File: config.mk
export PLATFORM = sky130hd
export DESIGN_NAME = fetch_stage
export DESIGN_NICKNAME = d
export VERILOG_FILES = /design/src/rtl/fetch_stage.sv
export SDC_FILE = /design/constraint.sdc
export NUM_CORES = 1
export LEC_CHECK = 0
export CAP_MARGIN = 20
export CORE_MARGIN = 2
export CORE_UTILIZATION = 45
export DETAILED_ROUTE_END_ITERATION = 6
export GPL_ROUTABILITY_DRIVEN = 0
export PLACE_DENSITY = 0.73
export SYNTH_ARGS = -nofsm -noshare
export SYNTH_HDL_FRONTEND = slang
export SYNTH_SLANG_ARGS = --single-unit
export TNS_END_PERCENT = 20
File: constraint.sdc
create_clock -name clk -period 6.86 [get_ports clk]
set_input_delay 2.058 -clock clk [delete_from_list [all_inputs] [get_ports clk]]
set_output_delay 2.058 -clock clk [all_outputs]
set_load 0.02 [all_outputs]
File: src/rtl/fetch_stage.sv
// fetch_stage -- instruction fetch stage and IF/ID pipeline register of the
// 5-stage RV32I core.
//
// Owns the fetch PC (PCF). Issues at most one instruction-memory request at a
// time over a req/gnt + rvalid handshake, and captures responses into IF/ID.
// Honours the hazard unit's StallF/StallD/FlushD and redirects on PCSrcE.
// Cycles without an instruction enter decode as NOP bubbles.
//
// Optional build macro: FETCH_PERF_EN builds the fetch/kill counters.
// Without it, fetch_cnt_o and kill_cnt_o are tied to zero.
//
// Ports:
//   clk, rst_n                 clock (rising edge), async active-low reset
//   StallF, StallD, FlushD     hazard-unit controls
//   PCSrcE, PCTargetE          taken branch/jump from EX and its target
//   imem_req_o, imem_addr_o    request (level until granted) and word address
//   imem_gnt_i                 request accepted this cycle
//   imem_rvalid_i, imem_rdata_i  response valid and instruction
//   InstrD, PCD, PCPlus4D, ValidD  IF/ID register contents
//   fetch_cnt_o, kill_cnt_o    delivered / discarded instruction counters
module fetch_stage #(
  parameter logic [31:0] RESET_PC  = 32'h0000_0000,
  parameter logic [31:0] NOP_INSTR = 32'h0000_0013
) (
  input  logic        clk,
  input  logic        rst_n,
  input  logic        StallF,
  input  logic        StallD,
  input  logic        FlushD,
  input  logic        PCSrcE,
  input  logic [31:0] PCTargetE,
  output logic        imem_req_o,
  output logic [31:0] imem_addr_o,
  input  logic        imem_gnt_i,
  input  logic        imem_rvalid_i,
  input  logic [31:0] imem_rdata_i,
  output logic [31:0] InstrD,
  output logic [31:0] PCD,
  output logic [31:0] PCPlus4D,
  output logic        ValidD,
  output logic [31:0] fetch_cnt_o,
  output logic [31:0] kill_cnt_o
);

  typedef enum logic [1:0] {IDLE, REQ, WAIT} fetchState_t;

  fetchState_t state;
  logic [31:0] PCF;
  logic [31:0] reqPC;
  logic        kill;
  logic        holdValid;
  logic [31:0] holdInstr;
  logic [31:0] holdPC;

  logic [31:0] targetPC;
  logic [31:0] reqPCPlus4;
  logic        respIn;
  logic        accept;
  logic        fillHold;
  logic        loadHold;
  logic        loadFresh;

  // Branch targets are always word aligned; the low bits are masked off.
  assign targetPC   = PCTargetE & ~32'd3;
  assign reqPCPlus4 = reqPC + 32'd4;

  // A response only means something while a request is outstanding.
  assign respIn    = (state == WAIT) && imem_rvalid_i;
  assign accept    = respIn && !kill && !PCSrcE;
  assign fillHold  = accept && StallD;
  assign loadHold  = holdValid && !FlushD && !StallD && !PCSrcE;
  assign loadFresh = accept && !FlushD && !StallD && !holdValid;

  // Request FSM. The request outputs are registered so they stay stable
  // while waiting for the grant.
  // NOTE: clocked state uses non-blocking assignments so every register
  // samples the pre-edge values regardless of statement order.
  always_ff @(posedge clk or negedge rst_n) begin
    if (!rst_n) begin
      state       <= IDLE;
      PCF         <= RESET_PC;
      reqPC       <= RESET_PC;
      kill        <= 1'b0;
      imem_req_o  <= 1'b0;
      imem_addr_o <= RESET_PC;
    end else begin
      case (state)
        IDLE: begin
          if (PCSrcE) begin
            PCF <= targetPC;
          end else if (!StallF && !holdValid) begin
            state       <= REQ;
            imem_req_o  <= 1'b1;
            imem_addr_o <= PCF;
          end
        end
        REQ: begin
          if (imem_gnt_i) begin
            // Granted: the memory will answer, so a same-cycle redirect
            // has to kill that answer rather than drop the request.
            state      <= WAIT;
            imem_req_o <= 1'b0;
            reqPC      <= imem_addr_o;
            kill       <= PCSrcE;
            if (PCSrcE) PCF <= targetPC;
          end else if (PCSrcE) begin
            state      <= IDLE;
            imem_req_o <= 1'b0;
            PCF        <= targetPC;
          end
        end
        WAIT: begin
          if (imem_rvalid_i) begin
            kill <= 1'b0;
            if (PCSrcE) begin
              PCF   <= targetPC;
              state <= IDLE;
            end else if (kill) begin
              state <= IDLE;
            end else begin
              PCF <= reqPCPlus4;
              // Chain straight into the next request when nothing is
              // parked in the hold buffer: one instruction per two cycles.
              if (!StallF && !StallD) begin
                state       <= REQ;
                imem_req_o  <= 1'b1;
                imem_addr_o <= reqPCPlus4;
              end else begin
                state <= IDLE;
              end
            end
          end else if (PCSrcE) begin
            kill <= 1'b1;
            PCF  <= targetPC;
          end
        end
        default: state <= IDLE;
      endcase
    end
  end

  // Hold-buffer occupancy and the IF/ID register.
  // Priority: FlushD > StallD > redirect > hold buffer > fresh > bubble.
  always_ff @(posedge clk or negedge rst_n) begin
    if (!rst_n) begin
      holdValid <= 1'b0;
      InstrD    <= NOP_INSTR;
      PCD       <= 32'd0;
      PCPlus4D  <= 32'd0;
      ValidD    <= 1'b0;
    end else begin
      if (PCSrcE || loadHold) begin
        holdValid <= 1'b0;
      end else if (fillHold) begin
        holdValid <= 1'b1;
      end

      if (FlushD) begin
        InstrD <= NOP_INSTR;
        ValidD <= 1'b0;
      end else if (StallD) begin
        // IF/ID holds its contents.
      end else if (loadHold) begin
        InstrD   <= holdInstr;
        PCD      <= holdPC;
        PCPlus4D <= holdPC + 32'd4;
        ValidD   <= 1'b1;
      end else if (loadFresh) begin
        InstrD   <= imem_rdata_i;
        PCD      <= reqPC;
        PCPlus4D <= reqPCPlus4;
        ValidD   <= 1'b1;
      end else begin
        InstrD <= NOP_INSTR;
        ValidD <= 1'b0;
      end
    end
  end

  // NOTE: the hold payload has no reset; holdValid qualifies it, so reset
  // values would only add flop cost without changing behaviour.
  always_ff @(posedge clk) begin
    if (fillHold) begin
      holdInstr <= imem_rdata_i;
      holdPC    <= reqPC;
    end
  end

`ifdef FETCH_PERF_EN
  logic        discard;
  logic [31:0] fetchCnt;
  logic [31:0] killCnt;

  // Killed or redirected responses, plus a fresh response flushed away.
  assign discard = (respIn && (kill || PCSrcE)) ||
                   (accept && FlushD && !StallD);

  always_ff @(posedge clk or negedge rst_n) begin
    if (!rst_n) begin
      fetchCnt <= 32'd0;
      killCnt  <= 32'd0;
    end else begin
      if (loadHold || loadFresh) fetchCnt <= fetchCnt + 32'd1;
      if (discard)               killCnt  <= killCnt + 32'd1;
    end
  end

  assign fetch_cnt_o = fetchCnt;
  assign kill_cnt_o  = killCnt;
`else
  assign fetch_cnt_o = 32'd0;
  assign kill_cnt_o  = 32'd0;
`endif

endmodule
==> summary.md <==
| Metric | Value |
|---|---|
| Power share of the clock group | `0.262` |
| Cts repair resizes | `0` |
| WHS | `0.461 ns` |
| Vias per cell | `5.77` |
| MaxCap Viol Count | `0` |
| Switching pwr | `1.87 mW` |
| H-tree Lvls | `1` |
| Area added between synthesis and finish | `24.7%` |
| Crit path max-delay cell type | `clkdlybuf4s50_1` |
| NumNets Final | `1349` |
| Row cnt | `59` |
| Max incr delay on CP | `0.87 ns` |
| Cell count after synthesis | `1097` |
| Outcome | `finished clean` |
| CP Class | `in2reg` |
| Mapped Area | `11900 um^2` |
| Most common cell after layout, fill and taps aside | `clkdlybuf4s50_1` |
| Critical Path Most Common Cell | `nor2_1` |
| Combinational Power Share | `0.300` |
| Clk slew on worst S/H paths | `0.06 ns` |
| Cell Chain, Critical Path | `clkdlybuf4s50_1 > nor2_1 > and3_1 > o21ai_2 > buf_4 > nor2_1 > a221oi_1` |
| Num CTS Buffers | `28` |
| Setup TNS | `0 ns` |
| Dpl hpwl | `22600 um` |
| Int Pwr | `3.59 mW` |
| Post-CTS Setup Inserts | `0` |
| GR met1 Demand/Resource | `0.325` |
| Synth Warn # | `0` |
| I/O pin total | `266` |
| CTS Root Cell | `clkbuf_16` |
| Fin crit share | `0.638` |
| Yosys cell types | `69` |
| I/O Buffers | `199` |
| Final WL | `33000 um` |
| Main synth FF type | `dfrtp_1` |
| Fmax | `228 MHz` |
| Die Height | `167 um` |
| RSZ-0062 raised after global routing | `no` |
| Share of the synthesized area in the top cell type | `0.406` |
| Top cells by area, synth | `dfrtp_1 41%, edfxtp_1 16%, buf_4 4.2%, nor2_1 3.7%, o22ai_1 3.1%` |
| Relative slew slack | `0.352` |
| Clk_lat worst skew | `0.54 ns` |
| DRT iter0 DRCs | `944` |
| Vias | `9423` |
| Initial Utilization | `0.458` |
| GRT busiest layer | `met2` |
| Core footprint | `26000 um^2` |
| Mean Syn Cell Area | `10.8 um^2` |
| Router iterations before antenna repair | `7` |
| Clk sinks | `260` |
| Register area share after synthesis | `0.574` |
| Fraction of registers with async set/reset | `0.754` |
| Vias in the first global route | `8941` |
| Fillers | `2178` |
| CP startpoint kind | `input pin` |
| Met2 global-route usage | `0.365` |
| Pin count of the biggest net entering global routing | `100` |
| Worst Tran Pin Value | `0.964 ns` |
| Area leader, netlist | `dfrtp_1` |
| PwrDens | `368 nW/um^2` |
| Fin. Hold Viols | `0` |
| Drt drc | `0` |
| Critical path data arrival time | `4.81 ns` |
| Layout Skew | `0.0116 ns` |
| GRT Overall Usage | `0.232` |
| Slew Limit Fails | `0` |
| Most frequent cells in the layout | `198 x clkdlybuf4s50_1, 193 x dfrtp_1, 118 x nor2_1, 83 x nand2_1` |
| Horiz. Die Dim | `167 um` |
| Switch share | `0.343` |
| Setup violators final | `0` |
| P_leak | `6.16 nW` |
| Setup crit end kind | `register` |
| CP required | `7.30 ns` |
| CTS tree | `done` |
| First-pass GRT wire length | `51500 um` |
| Grt ovf | `0` |
| Sequential Power Share | `0.439` |
| M3 GR Usage | `0.0366` |
| Maximum clock insertion buffer count | `3` |
| Hold-fix buffers, CTS | `0` |
| Initial antenna violation count | `1` |
| Worst ir drop on vdd | `0.000239 V` |
| Die area | `27700 um^2` |
| Yosys reg bits | `260` |
| Wirelength per Cell | `20.2 um` |
| Max FO, Critical Path | `34` |
| Hold Path Class | `reg2reg` |
| Period minus WS final | `4.38 ns` |
| Share of layout cells above drive strength 1 | `0.0841` |
| EDFF count, synth | `64` |
| Routed Antenna Nets | `0` |
synth_stat cells (all sizes together) (5+ instances only):
cell type and count:
mux2 32, o21a 7, a31oi 5, nor2 119, and3 10, and4 10, nor3 33, o22ai 58
nand3 18, nand4 20, a21oi 18, edfxtp 64, nand2 83, clkbuf 49, xor2 16, o32ai 5
a22oi 17, a211oi 7, inv 37, dfrtp 193, xnor2 28, a222oi 23, o21ai 68, nor2b 8
buf 84, a221oi 14, o211ai 7, nor4 14
state kept, by name, indices dropped and copies added (netlist names), 2 cells and up:
register	count
PCD	32
reqPC	32
PCPlus4D	30
state	2
holdPC	32
imem_addr_o	32
PCF	32
InstrD	32
holdInstr	32
through the flow:
step	instances	total power, mW	utilization	instance area, um^2	setup slack, ns
5_1_grt	1632	5.72	0.571	14800	2.34
2_1_floorplan	1160	3.22	-	12100	2.35
6_report	1632	5.46	0.571	14800	2.48
3_3_place_gp	1579	4.00	0.537	13900	2.01
4_1_cts	1631	5.49	0.571	14800	2.52
3_5_place_dp	1580	4.05	0.537	14000	1.98
power groups by stage:
stage	Combinational, mW	Clock, mW	Sequential, mW
3_3_place_gp	1.60	0	2.40
6_report	1.64	1.43	2.40
2_1_floorplan	0.656	0	2.57
5_1_grt	1.75	1.52	2.45
3_5_place_dp	1.63	0	2.42
4_1_cts	1.64	1.45	2.39
path summary, 6_finish.rpt:
kind                                 startpoint                          end  slack, ns  depth (start not counted)
setup / recovery                         StallD  imem_addr_o[26]$_DFFE_PN0P_       2.48                          7
hold / removal              holdPC[0]$_DFFE_PP_           PCD[0]$_DFFE_PN0P_       0.46                          2
setup reg to reg           state[1]$_DFFE_PN0P_        holdValid$_DFFE_PN0P_       4.29                          5
hold reg to reg             holdPC[0]$_DFFE_PP_           PCD[0]$_DFFE_PN0P_       0.46                          2
max in group asynchronous                 rst_n     PCPlus4D[30]$_DFFE_PN0P_       4.28                          2
min in group asynchronous                 rst_n           PCD[3]$_DFFE_PN0P_       1.59                          1
layer usage:
metal,share of wire,vias up
met3,0.079,68
met2,0.47,457
met5,0,-
met4,0.035,0
met1,0.42,4652
li1,-,4246
critical path, delay by kind of cell:
kind                   cells  cell delay (ns)
and+or+nand+nor            3             0.60
AOI/OAI and AO/OA          2             0.82
buffers and inverters      2             1.32
cells by family after synthesis:
group,share of synthesized area
XOR/XNOR,0.0324
flip-flops,0.574
buffers and inverters,0.0765
AND/OR/NAND/NOR,0.136
adder cells (fa/ha/maj),0.00210
other,0.000315
AO/OA/AOI/OAI,0.147
multiplexers,0.0311
area by class of cell:
class	instances	area, um^2	area share
Antenna cell	1	2.50	0.000169
Clock inverter	10	71.3	0.00481
Inverter	37	139	0.00936
Clock buffer	41	801	0.0540
Sequential cell	260	6830	0.461
Timing Repair Buffer	218	2170	0.146
Multi-Input combinational cell	730	4400	0.297
Tap cell	335	419	0.0283
Note: power is estimated with default switching activity, not from simulation.
